## config.mk

```make
export PLATFORM = sky130hd
export DESIGN_NAME = cam_init_seq
export DESIGN_NICKNAME = d
export VERILOG_FILES = /design/src/rtl/cam_init_pkg.sv /design/src/rtl/cam_init_seq.sv
export SDC_FILE = /design/constraint.sdc
export NUM_CORES = 1
export LEC_CHECK = 0
export CAP_MARGIN = 10
export CORE_ASPECT_RATIO = 1.5
export CORE_UTILIZATION = 35
export CTS_BUF_LIST = sky130_fd_sc_hd__clkbuf_2 sky130_fd_sc_hd__clkbuf_4 sky130_fd_sc_hd__clkbuf_8
export CTS_CLUSTER_DIAMETER = 60
export CTS_CLUSTER_SIZE = 25
export DETAILED_ROUTE_END_ITERATION = 6
export HOLD_SLACK_MARGIN = 0.1
export PLACE_DENSITY = 0.58
export SYNTH_ARGS = -nofsm -noshare
export SYNTH_HDL_FRONTEND = slang
export SYNTH_SLANG_ARGS = --single-unit
```

## constraint.sdc

```tcl
create_clock -name clk_100 -period 2.9 [get_ports clk_100]
set_input_delay 0.435 -clock clk_100 [delete_from_list [all_inputs] [get_ports clk_100]]
set_output_delay 0.435 -clock clk_100 [all_outputs]
set_load 0.05 [all_outputs]
```

## src/rtl/cam_init_pkg.sv

```systemverilog
// rtl/cam_init_pkg.sv - shared types, state encoding and default sensor table for camera bring-up
package cam_init_pkg;

    typedef enum logic [1:0] {
        OP_END     = 2'b00,
        OP_WRITE   = 2'b01,
        OP_DELAY   = 2'b10,
        OP_ILLEGAL = 2'b11
    } op_e;

    // A DELAY entry reuses the low 16 bits ({reg_addr[7:0], data}) as its tick count
    typedef struct packed {
        op_e         op;
        logic [5:0]  rsvd;
        logic [15:0] reg_addr;
        logic [7:0]  data;
    } tbl_entry_t;

    typedef enum logic [3:0] {
        ST_IDLE,
        ST_STARTUP,
        ST_FETCH,
        ST_DECODE,
        ST_REQ,
        ST_WAIT_ACK,
        ST_RETRY,
        ST_DLY,
        ST_DONE,
        ST_ERROR
    } state_e;

    localparam logic [31:0] CAM_W_SW_RESET  = 32'h4001_0301;
    localparam logic [31:0] CAM_D_RESET_2   = 32'h8000_0002;
    localparam logic [31:0] CAM_W_STREAM_ON = 32'h4001_0001;
    localparam logic [31:0] CAM_END         = 32'h0000_0000;

    function automatic logic [31:0] tbl_wr(input logic [15:0] addr, input logic [7:0] data);
        return {OP_WRITE, 6'd0, addr, data};
    endfunction

    function automatic logic [31:0] tbl_dly(input logic [15:0] ticks);
        return {OP_DELAY, 14'd0, ticks};
    endfunction

    function automatic logic [31:0] cam_tbl_word(input logic [31:0] idx);
        case (idx)
            32'd0:   return CAM_W_SW_RESET;
            32'd1:   return CAM_D_RESET_2;
            32'd2:   return CAM_W_STREAM_ON;
            default: return CAM_END;
        endcase
    endfunction

endpackage

```

## src/rtl/cam_init_seq.sv

```systemverilog
// rtl/cam_init_seq.sv - camera bring-up sequencer: walks the register table and drives I2C writes
module cam_init_seq
    import cam_init_pkg::*;
#(
    parameter int          TBL_AW        = 8,
    parameter int          STARTUP_TICKS = 4000,
    parameter int          MAX_RETRY     = 3,
    parameter logic [6:0]  DEV_ADDR      = 7'h10
) (
    input  logic              clk_100,
    input  logic              srst0,
    input  logic              strobe_400kHz,
    input  logic              cam_en,
    input  logic              restart,
    output logic [TBL_AW-1:0] tbl_addr,
    input  logic [31:0]       tbl_data,
    output logic              i2c_req_valid,
    input  logic              i2c_req_ready,
    output logic [6:0]        i2c_dev_addr,
    output logic [15:0]       i2c_reg_addr,
    output logic [7:0]        i2c_reg_data,
    input  logic              i2c_done,
    input  logic              i2c_nack,
    output logic              init_busy,
    output logic              init_done,
    output logic              init_err,
    output logic [TBL_AW-1:0] err_index
);

    localparam logic [TBL_AW-1:0] LAST_IDX     = '1;
    localparam logic [TBL_AW-1:0] IDX_ONE      = TBL_AW'(1);
    localparam logic [15:0]       STARTUP_LOAD = 16'(STARTUP_TICKS);
    localparam logic [3:0]        RETRY_LIMIT  = 4'(MAX_RETRY);

    state_e            state_q, state_d;
    logic [TBL_AW-1:0] index_q, index_d;
    logic [TBL_AW-1:0] err_index_q, err_index_d;
    logic [15:0]       cnt_q, cnt_d;
    logic [3:0]        retry_q, retry_d;
    logic [15:0]       reg_addr_q, reg_addr_d;
    logic [7:0]        reg_data_q, reg_data_d;
    logic              adv;
    tbl_entry_t        entry;
    logic              unused_rsvd;

    assign entry       = tbl_entry_t'(tbl_data);
    assign unused_rsvd = ^entry.rsvd;

    always_ff @(posedge clk_100 or posedge srst0) begin
        if (srst0) begin
            state_q     <= ST_IDLE;
            index_q     <= '0;
            err_index_q <= '0;
            cnt_q       <= '0;
            retry_q     <= '0;
            reg_addr_q  <= '0;
            reg_data_q  <= '0;
        end else begin
            state_q     <= state_d;
            index_q     <= index_d;
            err_index_q <= err_index_d;
            cnt_q       <= cnt_d;
            retry_q     <= retry_d;
            reg_addr_q  <= reg_addr_d;
            reg_data_q  <= reg_data_d;
        end
    end

    always_comb begin
        state_d     = state_q;
        index_d     = index_q;
        err_index_d = err_index_q;
        cnt_d       = cnt_q;
        retry_d     = retry_q;
        reg_addr_d  = reg_addr_q;
        reg_data_d  = reg_data_q;
        adv         = 1'b0;

        case (state_q)
            ST_IDLE: begin
                if (cam_en) begin
                    state_d = ST_STARTUP;
                    cnt_d   = STARTUP_LOAD;
                    index_d = '0;
                    retry_d = '0;
                end
            end
            ST_STARTUP: begin
                if (strobe_400kHz) begin
                    if (cnt_q <= 16'd1) state_d = ST_FETCH;
                    else                cnt_d   = cnt_q - 16'd1;
                end
            end
            ST_FETCH: state_d = ST_DECODE;
            ST_DECODE: begin
                case (entry.op)
                    OP_END: state_d = ST_DONE;
                    OP_WRITE: begin
                        reg_addr_d = entry.reg_addr;
                        reg_data_d = entry.data;
                        state_d    = ST_REQ;
                    end
                    OP_DELAY: begin
                        cnt_d = {entry.reg_addr[7:0], entry.data};
                        if (cnt_d == 16'd0) adv     = 1'b1;
                        else                state_d = ST_DLY;
                    end
                    OP_ILLEGAL: begin
                        state_d     = ST_ERROR;
                        err_index_d = index_q;
                    end
                endcase
            end
            ST_REQ: if (i2c_req_ready) state_d = ST_WAIT_ACK;
            ST_WAIT_ACK: begin
                if (i2c_done) begin
                    if (!i2c_nack) begin
                        adv = 1'b1;
                    end else begin
                        retry_d = retry_q + 4'd1;
                        if (retry_d >= RETRY_LIMIT) begin
                            state_d     = ST_ERROR;
                            err_index_d = index_q;
                        end else begin
                            state_d = ST_RETRY;
                        end
                    end
                end
            end
            ST_RETRY: if (strobe_400kHz) state_d = ST_REQ;
            ST_DLY: begin
                if (strobe_400kHz) begin
                    if (cnt_q <= 16'd1) adv   = 1'b1;
                    else                cnt_d = cnt_q - 16'd1;
                end
            end
            ST_DONE, ST_ERROR: begin
                if (restart && cam_en) begin
                    state_d     = ST_STARTUP;
                    cnt_d       = STARTUP_LOAD;
                    index_d     = '0;
                    retry_d     = '0;
                    err_index_d = '0;
                end
            end
            default: state_d = ST_IDLE;
        endcase

        // The last table slot finishes the sequence instead of wrapping back to entry 0
        if (adv) begin
            retry_d = '0;
            if (index_q == LAST_IDX) begin
                state_d = ST_DONE;
            end else begin
                index_d = index_q + IDX_ONE;
                state_d = ST_FETCH;
            end
        end

        // An in-flight I2C write is allowed to finish before honouring the enable drop
        if (!cam_en && state_q != ST_REQ && (state_q != ST_WAIT_ACK || i2c_done)) begin
            state_d     = ST_IDLE;
            index_d     = '0;
            err_index_d = '0;
            retry_d     = '0;
            cnt_d       = '0;
        end
    end

    assign tbl_addr      = index_q;
    assign i2c_req_valid = (state_q == ST_REQ);
    assign i2c_dev_addr  = DEV_ADDR;
    assign i2c_reg_addr  = reg_addr_q;
    assign i2c_reg_data  = reg_data_q;
    assign init_busy     = !(state_q == ST_IDLE || state_q == ST_DONE || state_q == ST_ERROR);
    assign init_done     = (state_q == ST_DONE);
    assign init_err      = (state_q == ST_ERROR);
    assign err_index     = err_index_q;

endmodule

```

# After elaboration in Yosys (flattened, before gate mapping)
# Cells that the tools add are included.
[totals] reg_bits=64 input_bits=40 out_inout_bits=51
[classes] add_sub_neg=3 n_lt_le_gt_ge=2 n_eq_ne=34 muxes=49 n_reduce_logical=21
[ops] op="$mux W16" count=6
[ops] op="$mux W8" count=11
[ops] op="$mux W4" count=19
[ops] op="$pmux W16 S4" count=1
[ops] op="$pmux W4 S9" count=1
[ops] op="$ne A4 B4 Y1 const B" count=7
[ops] op="$pmux W8 S3" count=1
[ops] op="$ne A3 B3 Y1 const B" count=7
[ops] op="$eq A4 B3 Y1 const B" count=4
[ops] op="$le A16 B1 Y1 const B" count=1
[ops] op="$logic_not A16 Y1" count=1
[ops] op="$pmux W4 S4" count=1
[ops] op="$pmux W8 S2" count=1
[ops] op="$sub A16 B1 Y16 const B" count=1
[ops] op="$pmux W4 S3" count=1
[ops] op="$reduce_and A6 Y1" count=2
[ops] op="$reduce_and A10 Y1" count=1
[ops] op="$reduce_bool A5 Y1" count=2
[ops] op="$add A8 B1 Y8 const B" count=1
[ops] op="$eq A4 B2 Y1 const B" count=2
[ops] op="$eq A4 B4 Y1 const B" count=2
[ops] op="$eq A8 B8 Y1 const B" count=1
[ops] op="$ne A4 B3 Y1 const B" count=2
[ops] op="$mux W1" count=6
[ops] op="19 further kinds" count=27

# Depth between registers and ports, before layout
[depth] depth_word=8 depth_mapped=9 ltp_nobuf=8

# Least setup slack after synthesis
# OpenSTA, ideal clock, no wires.
[synth_timing] path_kind="reg2out" from="register state_q[2]" to="output port i2c_req_valid" arrival_ns=1.847 setup_slack_ns=0.618 stages_incl_launch_ff=5 n_path_buf=2 cell_sequence="dfrtp_1 -> buf_2 -> buf_2 -> nand2b_1 -> nor3_1"
[synth_via] elab_chain_cells=1
[synth_rtl] element="start: declaration" line_no="cam_init_seq.sv:35" source="state_e state_q, state_d;"
[synth_rtl] element="start signal: assignment" line_no="cam_init_seq.sv:59" source="state_q <= state_d;"
[synth_rtl] element="$eq A4 B3 Y1" line_no="cam_init_seq.sv:171" source="assign i2c_req_valid = (state_q == ST_REQ);"
[synth_rtl] element="end: declaration" line_no="cam_init_seq.sv:17" source="output logic i2c_req_valid,"
# Every way passes these cells.

# Worst setup path after layout
[layout_timing] from="register state_q[2]" to="output port init_err"
[layout_via] elab_chain_cells=1
[layout_rtl] element="$eq A4 B4 Y1" line_no="cam_init_seq.sv:177" source="assign init_err = (state_q == ST_ERROR);"
[layout_rtl] element="end: declaration" line_no="cam_init_seq.sv:26" source="output logic init_err,"
# Every way passes these cells.

==> flow_summary.yaml <==
run_status:
  status: "finished, final reports clean"
finish:
  final_layout_size_suffix_gt1_share_pct: 13.7
  antenna-diode-count: 0
  final.fill_count: 1071
  final_net_count: 544
  layout.cell_area.non_filler_um2: 4960
  area_growth_syn_to_layout_pct: 29.4
die:
  core_area_um2: 10600
  floorplan.io_pins: 91
  fp.dieArea_um2: 11400
  die_w_um: 87.5
  rows: 46
  initial_core_utilization_pct: 36.2
  chipHeight_um: 130
global_route:
  grt_start_max_net_pins: 65
  grt_usage_pct: 19.2
  grt_pass1_wl_mm: 17.0
  number_of_antenna_violations_at_the_first_check_in_global_routing: 0
  sum_of_overflow_across_all_layers_after_global_routing: 0
  first_global_vias: 3426
cts:
  cts-root-buf: "sky130_fd_sc_hd__clkbuf_8"
  clkTransAtPathRegs_ns: 0.08
  cts_tree: "built"
  cts-resized-gates: 0
  postCtsSetupRepairBufs: 0
  clock_path_buffers: 2
  tritoncts.num_buffers: 9
  clk_latency_ns: 0.34
  clock_sink_count: 64
  htreeDepth: 3
  post_cts_hold_buffer_count: 0
synth:
  yosysMostFrequentCell: "sky130_fd_sc_hd__dfrtp_1"
  synth_sequential_area_ratio_pct: 41.8
  synth-edff-count: 0
  post_synth.cell_area_avg_um2: 9.28
  yosys_warnings: 0
  post_synth_inst_count: 413
  synthFlopType: "sky130_fd_sc_hd__dfrtp_1"
  synth.area.top_cells: "sky130_fd_sc_hd__dfrtp_1, sky130_fd_sc_hd__mux2_2, sky130_fd_sc_hd__a21oi_1, sky130_fd_sc_hd__nor2_1, sky130_fd_sc_hd__ha_1"
  netlist_top_cells_count: "sky130_fd_sc_hd__dfrtp_1, sky130_fd_sc_hd__a21oi_1, sky130_fd_sc_hd__nor2_1, sky130_fd_sc_hd__nand2_1, sky130_fd_sc_hd__mux2_2"
  yosysTopAreaCell: "sky130_fd_sc_hd__dfrtp_1"
  synthDistinctLibCells: 62
  synth.top_cell.area_share_pct: 41.8
  asyncSetResetFlopFracSynth_pct: 100
  syn_area_um2: 3830
  ys_seq_elements: 64
setup_path:
  count_of_cells_along_the_worst_register_to_register_path: 6
  timing.critical_path.slowest_cell_delay_ns: 0.80
  cp-end-kind: "output port"
  worst-setup-path-type: "flop to output port"
  worst_r2r_endpoint: "tbl_addr[5]"
  cells_along_the_critical_path: "nor2_2 > and3_1 > clkdlybuf4s50_1"
  critical_path.reg2reg.startpoint: "state_q[0]"
  critical_path.max_fanout: 14
  crit_path_top_delay_cell: "sky130_fd_sc_hd__clkdlybuf4s50_1"
  cp.arrival_ns: 2.26
  crit_required_ns: 2.47
  critical_path.startpoint_type: "flop"
  worst_reg_to_reg_setup_slack_ns: 0.44
timing:
  setup-violations-final: 0
  slew-limit-headroom_pct: 60.6
  final_layout_setup_total_negative_slack_ns: 0
  rsz0062_at_grt: "no"
  fmax_ghz: 0.371
  worstMarginPinSlew_ns: 0.585
  final_period_minus_worst_setup_slack_ns: 2.70
  max_slew_violation_total_from_the_final_report: 0
  min_period_over_period_pct: 92.9
  timing.clock.skew_ns: 0.0139
  final-hold-violation-count: 0
  worst_hold_slack_ns: 0.461
routing:
  via_count: 3499
  first_pass_iters: 4
  first_iter_violations: 139
  viasPerCell: 5.45
  postRouteWirelength_mm: 10.5
  detail-route-antenna-nets: 0
  drc: 0
  wire_per_inst_um: 16.3
placement:
  dp.final_hpwl_mm: 7.74
  gp_congestion: 0.837
  post_dp_cell_area_um2: 4780
  port-buffer-count: 77
pwr:
  pwr_density_cell_nw_per_um2: 976
  peakVddDrop_mv: 0.604
  cellLeakagePower_uw: 0.00207
run:
  number_of_maximum_capacitance_violations: 0
min_path:
  hp-class: "input pin to async pin"
-- placed cells by master (no fill, tap or decap), types with 4 or more instances in the layout --
master | Yosys | routed
sky130_fd_sc_hd__a21oi_1 | 36 | 36
sky130_fd_sc_hd__or4_1 | 6 | 6
sky130_fd_sc_hd__nor2_1 | 36 | 35
sky130_fd_sc_hd__clkdlybuf4s50_1 | 0 | 75
sky130_fd_sc_hd__nor3_1 | 14 | 14
sky130_fd_sc_hd__clkbuf_8 | 0 | 11
sky130_fd_sc_hd__inv_1 | 18 | 17
sky130_fd_sc_hd__a31oi_1 | 4 | 4
sky130_fd_sc_hd__a211oi_1 | 6 | 6
sky130_fd_sc_hd__o22ai_1 | 5 | 5
sky130_fd_sc_hd__nand2_1 | 32 | 32
sky130_fd_sc_hd__dfrtp_1 | 64 | 64
sky130_fd_sc_hd__nand3_1 | 11 | 11
sky130_fd_sc_hd__mux2_2 | 26 | 26
sky130_fd_sc_hd__ha_1 | 10 | 10
sky130_fd_sc_hd__o21ai_0 | 24 | 24
sky130_fd_sc_hd__o31ai_1 | 5 | 5
sky130_fd_sc_hd__nor4_1 | 6 | 6
sky130_fd_sc_hd__xor2_1 | 4 | 4
sky130_fd_sc_hd__conb_1 | 2 | 7
sky130_fd_sc_hd__nand4_1 | 4 | 4
sky130_fd_sc_hd__a22o_1 | 8 | 8
sky130_fd_sc_hd__buf_4 | 7 | 16
sky130_fd_sc_hd__or3_1 | 5 | 5
-- layer usage --
metal	share of wire, %	wire length [um]	GRT usage [%]	up-vias
met5	0	0	0	-
met4	2.0	213	8.00	0
met3	5.4	570	4.11	17
met2	53	5560	33.5	113
met1	39	4130	22.7	1694
li1	-	-	-	1675
-- power by group --
| group | total [uW] | switching [uW] | internal (uW) | leakage, uW |
|---|---|---|---|---|
| clock network | 706 | 347 | 359 | 0.0000917 |
| logic | 2740 | 1720 | 1020 | 0.00112 |
| registers | 1390 | 246 | 1150 | 0.000858 |
-- registers in the layout, indices dropped and copies added, names as in the netlist --
signal	cells
state_q	4
err_index	8
i2c_reg_data	8
cnt_q	16
i2c_reg_addr	16
tbl_addr	8
retry_q	4
-- metrics by stage --
stage	std cells	util (%)	power, uW	setup slack, ns
after floorplan	418	-	3300	0.618
after global placement	627	45.2	4100	0.178
after detailed placement	627	45.2	4140	0.110
after CTS	642	46.8	4870	0.0750
after global routing	642	46.8	5140	0.133
final	642	46.8	4840	0.205
-- layout make-up --
class / instances / area (um2) / share of cell area [%]
multi-input combinational: 309 / 2040 / 41.2
inverter: 18 / 67.6 / 1.36
sequential: 64 / 1600 / 32.3
clock inverter: 3 / 17.5 / 0.353
clock buffer: 12 / 159 / 3.20
timing repair buffer: 92 / 891 / 18.0
tap: 144 / 180 / 3.63
-- how the worst max path moves through the flow --
stage | from | to | slack [ns] | depth (start not counted)
6_report | state_q[2] | init_err | 0.20 | 3
5_1_grt | state_q[2] | init_err | 0.13 | 3
4_1_cts | state_q[2] | init_err | 0.08 | 3
3_5_place_dp | tbl_data[9] | tbl_addr[5] | 0.11 | 7
3_3_place_gp | tbl_data[9] | tbl_addr[5] | 0.18 | 7
2_1_floorplan | state_q[2] | i2c_req_valid | 0.62 | 4
-- cell families after synthesis --
group,after synthesis,share of synthesized area (%)
AO/OA/AOI/OAI,120,20.9
XOR/XNOR,7,1.60
adder cells (fa/ha/maj),10,3.26
multiplexers,28,8.16
flip-flops,64,41.8
buffers and inverters,45,5.45
other,2,0.196
AND/OR/NAND/NOR,137,18.7
-- critical path, delay by kind of cell, from the launching register on --
family / cells / cell delay [ns]
flip-flops: 1 / 0.57
AND/OR/NAND/NOR: 2 / 0.55
buffers and inverters: 1 / 0.80
(Power assumes the default switching activity.)
